`src/rtl/lifo_stack_pkg.sv`:
```
// lifo_pkg: shared types and helpers for the lifo_stack slice.
//   cnt_w(depth) : width of a counter that holds 0..depth inclusive
//   op_e         : stack operation decoded from {push, pop}
package lifo_pkg;

  typedef enum logic [1:0] {
    OP_NONE = 2'b00,
    OP_POP  = 2'b01,
    OP_PUSH = 2'b10,
    OP_SWAP = 2'b11
  } op_e;

  function automatic int cnt_w(input int depth);
    return $clog2(depth + 1);
  endfunction

endpackage

```
`src/rtl/lifo_stack_if.sv`:
```
// lifo_stack_if: control/data bundle between a stack user and lifo_stack.
//   Re, push, pop, D    : user -> stack (enable, operation, push data)
//   clr_err             : user -> stack, only when LIFO_ERR_FLAGS_EN is defined
//   Q, count            : stack -> user (last popped word, occupancy)
//   empty, full         : stack -> user (occupancy decode)
//   ovf, udf            : stack -> user (sticky error flags)
// Modports: master = stack user, slave = lifo_stack.
interface lifo_stack_if #(
  parameter int WIDTH = 8,
  parameter int DEPTH = 4
);
  localparam int CW = lifo_pkg::cnt_w(DEPTH);

  logic             Re;
  logic             push;
  logic             pop;
  logic [WIDTH-1:0] D;
  logic [WIDTH-1:0] Q;
  logic [CW-1:0]    count;
  logic             empty;
  logic             full;
  logic             ovf;
  logic             udf;
`ifdef LIFO_ERR_FLAGS_EN
  logic             clr_err;

  modport master (output Re, push, pop, D, clr_err,
                  input  Q, count, empty, full, ovf, udf);
  modport slave  (input  Re, push, pop, D, clr_err,
                  output Q, count, empty, full, ovf, udf);
`else
  modport master (output Re, push, pop, D,
                  input  Q, count, empty, full, ovf, udf);
  modport slave  (input  Re, push, pop, D,
                  output Q, count, empty, full, ovf, udf);
`endif

endinterface

```
`src/rtl/lifo_stack_mem.sv`:
```
// lifo_mem: DEPTH x WIDTH register array, no reset on contents.
//   clk   : write clock
//   we    : write enable, writes wdata to mem[waddr] on the rising edge
//   waddr : write address
//   wdata : write data
//   raddr : read address
//   rdata : combinational read of mem[raddr] (returns pre-edge contents)
module lifo_mem #(
  parameter int WIDTH = 8,
  parameter int DEPTH = 4,
  localparam int AW   = (DEPTH > 1) ? $clog2(DEPTH) : 1
) (
  input  logic             clk,
  input  logic             we,
  input  logic [AW-1:0]    waddr,
  input  logic [WIDTH-1:0] wdata,
  input  logic [AW-1:0]    raddr,
  output logic [WIDTH-1:0] rdata
);

  logic [WIDTH-1:0] mem [DEPTH];

  always_ff @(posedge clk) begin
    if (we) mem[waddr] <= wdata;
  end

  assign rdata = mem[raddr];

endmodule

```
`src/rtl/lifo_stack.sv`:
```
// lifo_stack: parametrised LIFO with registered pop output.
//   clk  : rising-edge clock
//   inz  : asynchronous active-low init (clears count, Q and flags)
//   bus  : lifo_stack_if.slave (Re, push, pop, D in; Q, count, empty,
//          full, ovf, udf out; clr_err in when enabled)
// Optional feature: define LIFO_ERR_FLAGS_EN for sticky ovf/udf flags with
// a synchronous clr_err; otherwise ovf/udf are tied low.
module lifo_stack
  import lifo_pkg::*;
#(
  parameter int WIDTH = 8,
  parameter int DEPTH = 4,
  localparam int CW   = cnt_w(DEPTH),
  localparam int AW   = (DEPTH > 1) ? $clog2(DEPTH) : 1
) (
  input  logic      clk,
  input  logic      inz,
  lifo_stack_if.slave bus
);

  op_e              op;
  logic [CW-1:0]    count_p1;
  logic [CW-1:0]    count_nxt;
  logic [WIDTH-1:0] q_p1;
  logic [WIDTH-1:0] rdata;
  logic [AW-1:0]    top_addr;
  logic [AW-1:0]    waddr;
  logic             we;
  logic             q_ld;
  logic             empty;
  logic             full;

  assign op    = op_e'({bus.push, bus.pop});
  assign empty = (count_p1 == '0);
  assign full  = (count_p1 == CW'(DEPTH));

  // Top-of-stack address; guarded so an empty stack never indexes past DEPTH.
  assign top_addr = empty ? '0 : AW'(count_p1 - CW'(1));

  always_comb begin
    count_nxt = count_p1;
    we        = 1'b0;
    waddr     = '0;
    q_ld      = 1'b0;
    if (bus.Re) begin
      case (op)
        OP_PUSH: begin
          if (!full) begin
            we        = 1'b1;
            waddr     = AW'(count_p1);
            count_nxt = count_p1 + CW'(1);
          end
        end
        OP_POP: begin
          if (!empty) begin
            q_ld      = 1'b1;
            count_nxt = count_p1 - CW'(1);
          end
        end
        OP_SWAP: begin
          // Replace the top: Q takes the old top while D overwrites it.
          // On an empty stack the pop half is dropped and D becomes word 0.
          we = 1'b1;
          if (!empty) begin
            q_ld  = 1'b1;
            waddr = top_addr;
          end else begin
            count_nxt = CW'(1);
          end
        end
        default: ;
      endcase
    end
  end

  lifo_mem #(
    .WIDTH (WIDTH),
    .DEPTH (DEPTH)
  ) u_mem (
    .clk   (clk),
    .we    (we),
    .waddr (waddr),
    .wdata (bus.D),
    .raddr (top_addr),
    .rdata (rdata)
  );

  // Pop stage: occupancy and popped word registered together.
  always_ff @(posedge clk or negedge inz) begin
    if (!inz) begin
      count_p1 <= '0;
      q_p1     <= '0;
    end else begin
      count_p1 <= count_nxt;
      if (q_ld) q_p1 <= rdata;
    end
  end

`ifdef LIFO_ERR_FLAGS_EN
  logic ovf_p1;
  logic udf_p1;
  logic ovf_set;
  logic udf_set;

  assign ovf_set = bus.Re && (op == OP_PUSH) && full;
  assign udf_set = bus.Re && ((op == OP_POP) || (op == OP_SWAP)) && empty;

  // A set event in the same cycle as clr_err keeps the flag high.
  always_ff @(posedge clk or negedge inz) begin
    if (!inz) begin
      ovf_p1 <= 1'b0;
      udf_p1 <= 1'b0;
    end else if (bus.Re) begin
      ovf_p1 <= ovf_set | (ovf_p1 & ~bus.clr_err);
      udf_p1 <= udf_set | (udf_p1 & ~bus.clr_err);
    end
  end

  assign bus.ovf = ovf_p1;
  assign bus.udf = udf_p1;
`else
  assign bus.ovf = 1'b0;
  assign bus.udf = 1'b0;
`endif

  assign bus.Q     = q_p1;
  assign bus.count = count_p1;
  assign bus.empty = empty;
  assign bus.full  = full;

endmodule

```
`src/flat_wrapper.sv`:
```
// flat-port wrapper written by rule: the top's interface ports become plain ports
module lifo_stack_flat import lifo_pkg::*;
#(
  parameter int WIDTH = 8,
  parameter int DEPTH = 4,
  localparam int CW   = cnt_w(DEPTH),
  localparam int AW   = (DEPTH > 1) ? $clog2(DEPTH) : 1
)
  (clk, inz, bus_Re, bus_push, bus_pop, bus_D, bus_Q, bus_count, bus_empty, bus_full, bus_ovf, bus_udf);
  lifo_stack_if #(.WIDTH(WIDTH), .DEPTH(DEPTH)) bus_i ();
  input  logic clk;
  input  logic inz;
  input wire logic [$bits(bus_i.Re)-1:0] bus_Re;
  input wire logic [$bits(bus_i.push)-1:0] bus_push;
  input wire logic [$bits(bus_i.pop)-1:0] bus_pop;
  input wire logic [$bits(bus_i.D)-1:0] bus_D;
  output wire logic [$bits(bus_i.Q)-1:0] bus_Q;
  output wire logic [$bits(bus_i.count)-1:0] bus_count;
  output wire logic [$bits(bus_i.empty)-1:0] bus_empty;
  output wire logic [$bits(bus_i.full)-1:0] bus_full;
  output wire logic [$bits(bus_i.ovf)-1:0] bus_ovf;
  output wire logic [$bits(bus_i.udf)-1:0] bus_udf;
  assign bus_i.Re = bus_Re;
  assign bus_i.push = bus_push;
  assign bus_i.pop = bus_pop;
  assign bus_i.D = bus_D;
  assign bus_Q = bus_i.Q;
  assign bus_count = bus_i.count;
  assign bus_empty = bus_i.empty;
  assign bus_full = bus_i.full;
  assign bus_ovf = bus_i.ovf;
  assign bus_udf = bus_i.udf;
  lifo_stack #(.WIDTH(WIDTH), .DEPTH(DEPTH)) u_core (.clk(clk), .inz(inz), .bus(bus_i));
endmodule
```
`config.mk`:
```
export PLATFORM = sky130hd
export DESIGN_NAME = lifo_stack_flat
export DESIGN_NICKNAME = d
export VERILOG_FILES = /design/src/rtl/lifo_stack_pkg.sv /design/src/rtl/lifo_stack_if.sv /design/src/rtl/lifo_stack_mem.sv /design/src/rtl/lifo_stack.sv /design/src/flat_wrapper.sv
export SDC_FILE = /design/constraint.sdc
export NUM_CORES = 1
export LEC_CHECK = 0
export BUFFER_PORTS_ARGS = -buffer_cell sky130_fd_sc_hd__buf_2
export CORE_MARGIN = 8
export CORE_UTILIZATION = 45
export CTS_CLUSTER_SIZE = 20
export DETAILED_ROUTE_END_ITERATION = 7
export PLACE_DENSITY = 0.79
export SYNTH_ARGS = -nofsm -noshare
export SYNTH_HDL_FRONTEND = slang
export SYNTH_SLANG_ARGS = --single-unit
```
`constraint.sdc`:
```
create_clock -name clk -period 2.5 [get_ports clk]
set_clock_uncertainty 0.05 [all_clocks]
set_input_delay 0.125 -clock clk [delete_from_list [all_inputs] [get_ports clk]]
set_output_delay 0.125 -clock clk [all_outputs]
set_load 0.005 [all_outputs]
```
==> results of run 1 <==
==> logic make-up after synthesis <==
family,Yosys count,synth area share
xor gates and xnor gates,2,0.00899
and+or+nand+nor,18,0.0629
AOI/OAI and AO/OA,19,0.0674
other,1,0.00192
muxes,30,0.166
DFF,43,0.634
buffers and inverters,12,0.0391
adders and majority gates,3,0.0193
==> per-stage QoR <==
step	instances	setup slack, ps	total power [mW]	hold WS [ps]	util
finish	216	271	2.29	15.2	0.531
global route	216	145	2.44	2.49	0.531
CTS	215	249	2.32	5.59	0.529
detailed placement	202	261	1.89	-41.2	0.497
global placement	202	415	1.85	-45.4	0.497
floorplan	129	192	1.65	-221	-
==> registers in the layout, summed over array words and instances, names as in the netlist <==
register and count:
u_core.u_mem.mem 32, u_core.bus.count 3, u_core.bus.Q 8
==> placed cells by master, fill, tap and decap left out, types with 2 or more instances in the layout <==
master	Yosys	routed
a21oi_1	3	3
buf_2	3	25
buf_4	3	5
clkbuf_8	0	5
conb_1	1	2
dfrtp_1	11	11
dlygate4sd3_1	0	6
edfxtp_1	32	32
ha_1	3	3
inv_1	3	3
mux2_2	9	9
mux2i_1	20	20
nand2_1	2	2
nand2b_1	3	3
nand3b_1	2	2
nor2_1	3	3
nor3_2	1	2
o21ai_0	2	2
o22ai_1	9	9
==> final timing paths <==
kind	to	slack (ps)	cells past startpoint
max	u_core.u_mem.mem[0][0]	270	5
min	u_core.u_mem.mem[2][6]	20	1
min reg2reg	u_core.bus.Q[1]	460	1
max reg2reg	u_core.u_mem.mem[0][0]	270	5
min in group asynchronous	u_core.bus.count[2]	190	2
max in group asynchronous	u_core.bus.count[0]	2000	2
==> metal layers <==
layer | up-vias | global-route usage | part of all wire
met2 | 28 | 0.184 | 0.51
met3 | 5 | 0.0427 | 0.055
met4 | 0 | 0.0298 | 0.0083
met1 | 569 | 0.134 | 0.42
li1 | 552 | - | -
met5 | - | 0 | 0
==> cell type report <==
cell class	instances	area (um^2)	area share
flip-flops and latches	43	1240	0.546
repair buffers	36	223	0.0983
clock inverters	2	12.5	0.00552
well taps	52	65.1	0.0287
multi-input cells	74	646	0.285
inverters	3	11.3	0.00497
clock buffers	6	72.6	0.0320
==> what timing repair did <==
action,4_1_cts,5_1_grt
hold buffers,5,1
endpoints found under the hold margin,25,4
gates resized for setup,0,0
setup buffers,0,0
==> power groups by stage <==
stage | combinational, mW | sequential (mW) | clock, mW
after floorplan | 0.671 | 0.975 | 0
after global placement | 0.872 | 0.983 | 0
after detailed placement | 0.904 | 0.991 | 0
after CTS | 0.912 | 0.975 | 0.429
after global routing | 0.988 | 0.991 | 0.464
final | 0.903 | 0.974 | 0.414
==> impl_metrics.json, run 1 <==
{
  "status": "completed",
  "min_from": "bus_D[6]",
  "dpl_cell_area_mm2": 0.00212,
  "dr_total_vias": 1154,
  "clkPwrFrac": 0.181,
  "ioPinCount": 28,
  "start_util": 0.457,
  "synthTopCellsByArea": "edfxtp_1 49%, dfrtp_1 14%, mux2i_1 10%",
  "clock-root-buffer": "clkbuf_8",
  "finalCritPeriodShare": 0.892,
  "power.switching_mw": 0.762,
  "hold_violations": 0,
  "antenna-diode-count": 0,
  "synth_area_mm2": 0.00195,
  "synth.distinct_cells": 34,
  "yosysWarningCount": 0,
  "startpoint_type": "flop",
  "path_class": "flop to flop",
  "yosys.cell_count.top_type": "edfxtp_1",
  "cpLargestDelayFamily": "simple AND/OR/NAND/NOR gates",
  "synthFlopType": "edfxtp_1",
  "tritoncts": "done",
  "worst_slew_pin_slew_ps": 768,
  "setup_viol_count_final": 0,
  "avgRoutedWirePerCell_um": 16.2,
  "slew_violations": 0,
  "cp.required_ps": 2360,
  "grt_remaining_overflow": 0,
  "async_flop_share": 0.256,
  "synth_top_area_cell": "edfxtp_1",
  "port-buffer-count": 25,
  "critPathMaxStageDelay_ps": 620,
  "setup.worst_path.start": "u_core.bus.count[0]",
  "power_frac_comb": 0.394,
  "cp_num_buf_inv": 1,
  "antenna_found_initial": 0,
  "clockBufferDepth": 2,
  "synth-seq-cells": 43,
  "die_area_mm2": 0.00669,
  "synth_edf_count": 32,
  "cp.arrival_ps": 2090,
  "std_cell_rows": 24,
  "holdCritPathClass": "input pin to flop",
  "die_w_um": 81.8,
  "finalSetupTns_ps": 0,
  "drv_cap": 0,
  "clkTransAtPathRegs_ps": 70,
  "ir_drop_mv": 0.391,
  "syn_inst": 128,
  "p_per_area_mw_per_mm2": 1010,
  "worstReg2RegStart": "u_core.bus.count[0]",
  "place_congestion": 0.791,
  "die_h_um": 81.8,
  "cts_sinks": 43,
  "drc": 0,
  "crit_fanout": 8,
  "grt_setup_unrepaired": "no",
  "max_slew_margin": 0.486,
  "nFillCells": 365,
  "final_net_count": 179,
  "ys_seq_area_frac": 0.634,
  "gr-usage-all-layers": 0.112,
  "swShare": 0.332,
  "clock.fmax_mhz": 449,
  "grt_pass1_wl_mm": 5.62,
  "first_pass_iters": 4,
  "avgSynthCellArea_um2": 15.2,
  "slowest_stage": "nor2_1",
  "intPower_mw": 1.53,
  "antenna_left": 0,
  "synth_top_area_share": 0.493,
  "drive_above_1_share": 0.335,
  "htree_levels": 2,
  "seqPwrFrac": 0.425,
  "p_leak_nw": 0.916,
  "fin_area_mm2": 0.00227,
  "grt_max_degree": 21,
  "area_delta_synth_final_pct": 16.2,
  "min_period_ps": 2230,
  "drt_wl_total_mm": 3.50,
  "path_cells": "inv_1 > ha_1 > mux2i_1 > o2111ai_1 > nor2_1",
  "dp_hpwl_mm": 2.44,
  "worstSkewPairLatency_ps": 280,
  "core_area_mm2": 0.00426,
  "grt_pass1_vias": 1144,
  "cts_made_buffers": 5,
  "synthTopCellsByCount": "32 x edfxtp_1, 20 x mux2i_1, 11 x dfrtp_1",
  "vias_per_cell": 5.34,
  "endpoint_kind": "flop",
  "drtIter0Drc": 93
}
No activity file was read; power rests on OpenSTA's default activity.
==> run 2, diff against run 1 <==
--- a/config.mk
+++ b/config.mk
@@ -8,6 +8,7 @@
 export BUFFER_PORTS_ARGS = -buffer_cell sky130_fd_sc_hd__buf_2
 export CORE_MARGIN = 8
 export CORE_UTILIZATION = 45
+export CTS_BUF_LIST = sky130_fd_sc_hd__clkbuf_8
 export CTS_CLUSTER_SIZE = 20
 export DETAILED_ROUTE_END_ITERATION = 7
 export PLACE_DENSITY = 0.79
==> run 2 against run 1 <==
  * Worst setup slack unchanged
  * Design area unchanged
  * First-iteration DRC count unchanged
  * Register-to-register slack about the same
  * Global-route usage unchanged
  * Total power down 0.17%
  * Highest routed layer unchanged
==> impl_metrics.json, run 2 (same netlist as run 1, synthesis figures left out) <==
{
  "clock-root-buffer": "clkbuf_8",
  "area_delta_synth_final_pct": 16.2,
  "swShare": 0.333,
  "core_area_mm2": 0.00426,
  "cp.required_ps": 2360,
  "startpoint_type": "flop",
  "cts_made_buffers": 5,
  "place_congestion": 0.791,
  "avgRoutedWirePerCell_um": 16.2,
  "min_period_ps": 2230,
  "finalCritPeriodShare": 0.892,
  "crit_fanout": 8,
  "grt_remaining_overflow": 0,
  "hold_violations": 0,
  "vias_per_cell": 5.34,
  "grt_setup_unrepaired": "no",
  "final_net_count": 179,
  "grt_max_degree": 21,
  "drv_cap": 0,
  "antenna_found_initial": 0,
  "seqPwrFrac": 0.426,
  "ir_drop_mv": 0.391,
  "gr-usage-all-layers": 0.112,
  "worstSkewPairLatency_ps": 280,
  "drc": 0,
  "drtIter0Drc": 93,
  "worstRegToRegCells": 5,
  "start_util": 0.457,
  "worst_slew_pin_slew_ps": 768,
  "port-buffer-count": 25,
  "grt_pass1_vias": 1144,
  "setup_viol_count_final": 0,
  "intPower_mw": 1.53,
  "cp_num_buf_inv": 1,
  "antenna-diode-count": 0,
  "met3_usage": 0.0427,
  "top_register": "u_core.u_mem.mem",
  "nFillCells": 365,
  "worstSetupPathDepth": 5,
  "clockBufferDepth": 2,
  "critPathMaxStageDelay_ps": 620,
  "power.switching_mw": 0.762,
  "cts_sinks": 43,
  "path_cells": "inv_1 > ha_1 > mux2i_1 > o2111ai_1 > nor2_1",
  "p_per_area_mw_per_mm2": 1010,
  "cpLargestDelayFamily": "simple AND/OR/NAND/NOR gates",
  "htree_levels": 2,
  "slowest_stage": "nor2_1",
  "final_common_cell": "edfxtp_1",
  "power_frac_comb": 0.395,
  "clkPwrFrac": 0.179,
  "drive_above_1_share": 0.335,
  "final_cell_mix": "32 x edfxtp_1, 25 x buf_2, 20 x mux2i_1",
  "std_cell_rows": 24,
  "largest_reg_flops": 32,
  "top_usage_layer": "met2",
  "clock.fmax_mhz": 449,
  "use_met1": 0.134,
  "first_pass_iters": 4,
  "path_class": "flop to flop",
  "clkTransAtPathRegs_ps": 70,
  "cp.arrival_ps": 2090,
  "ioPinCount": 28,
  "tritoncts": "done",
  "max_slew_margin": 0.486,
  "drt_wl_total_mm": 3.50,
  "die_w_um": 81.8,
  "hold_depth": 1,
  "grt_util_met2": 0.184,
  "endpoint_kind": "flop",
  "slew_violations": 0,
  "p_leak_nw": 0.921,
  "die_h_um": 81.8,
  "power_mw": 2.29,
  "status": "completed",
  "holdCritPathClass": "input pin to flop",
  "finalSetupTns_ps": 0,
  "dr_total_vias": 1154,
  "antenna_left": 0,
  "grt_pass1_wl_mm": 5.62,
  "cts_resized": 0,
  "dp_hpwl_mm": 2.44,
  "die_area_mm2": 0.00669
}
## run 2: cell types whose count changed in the layout (fill, tap and decap cells not counted)
| cell | previous run | this run |
|---|---|---|
| clkbuf_1 | 1 | 0 |
| inv_1 | 3 | 4 |
## run 2: path summary, 6_finish.rpt
path / startpoint / endpoint / slack [ps]
worst max-delay path: u_core.bus.count[0] / u_core.u_mem.mem[0][0] / 270
worst min-delay path: bus_D[6] / u_core.u_mem.mem[2][6] / 20
worst max register to register: u_core.bus.count[0] / u_core.u_mem.mem[0][0] / 270
worst min register to register: u_core.bus.Q[1] / u_core.bus.Q[1] / 460
max in group asynchronous: inz / u_core.bus.count[0] / 2000
min in group asynchronous: inz / u_core.bus.count[2] / 190
## run 2: repair_timing
action                     in CTS  in global routing
hold buffers                    5                  1
setup buffers                   0                  0
setup endpoints to repair       0                  0
hold endpoints to repair       25                  4
## run 2: area by class of cell
cell class,instances,area [um^2],area share
clock inverter,3,16.3,0.00718
multi-input combinational,74,646,0.285
clock buffer,5,68.8,0.0304
timing repair buffer,36,223,0.0983
inverter,3,11.3,0.00497
tap,52,65.1,0.0287
sequential,43,1240,0.546
## run 2: power by group through the flow
stage	registers (mW)	clock network, mW	logic, mW
floorplan	0.975	0	0.671
global placement	0.983	0	0.872
detailed placement	0.991	0	0.904
CTS	0.975	0.425	0.912
global route	0.991	0.461	0.988
finish	0.974	0.410	0.903
## run 2: per-stage QoR
stage / cells / instance area, um^2 / util / setup slack (ps) / hold slack, ps
after floorplan: 129 / 1960 / - / 192 / -221
after global placement: 202 / 2120 / 0.497 / 415 / -45.4
after detailed placement: 202 / 2120 / 0.497 / 261 / -41.2
after CTS: 215 / 2260 / 0.529 / 249 / 5.15
after global routing: 216 / 2270 / 0.531 / 145 / 2.07
final: 216 / 2270 / 0.531 / 271 / 15.2
## run 2: per-layer routing
metal / wire length, um / vias to the layer above
met4: 29 / 0
met1: 1490 / 569
li1: - / 552
met3: 192 / 5
met5: 0 / -
met2: 1790 / 28
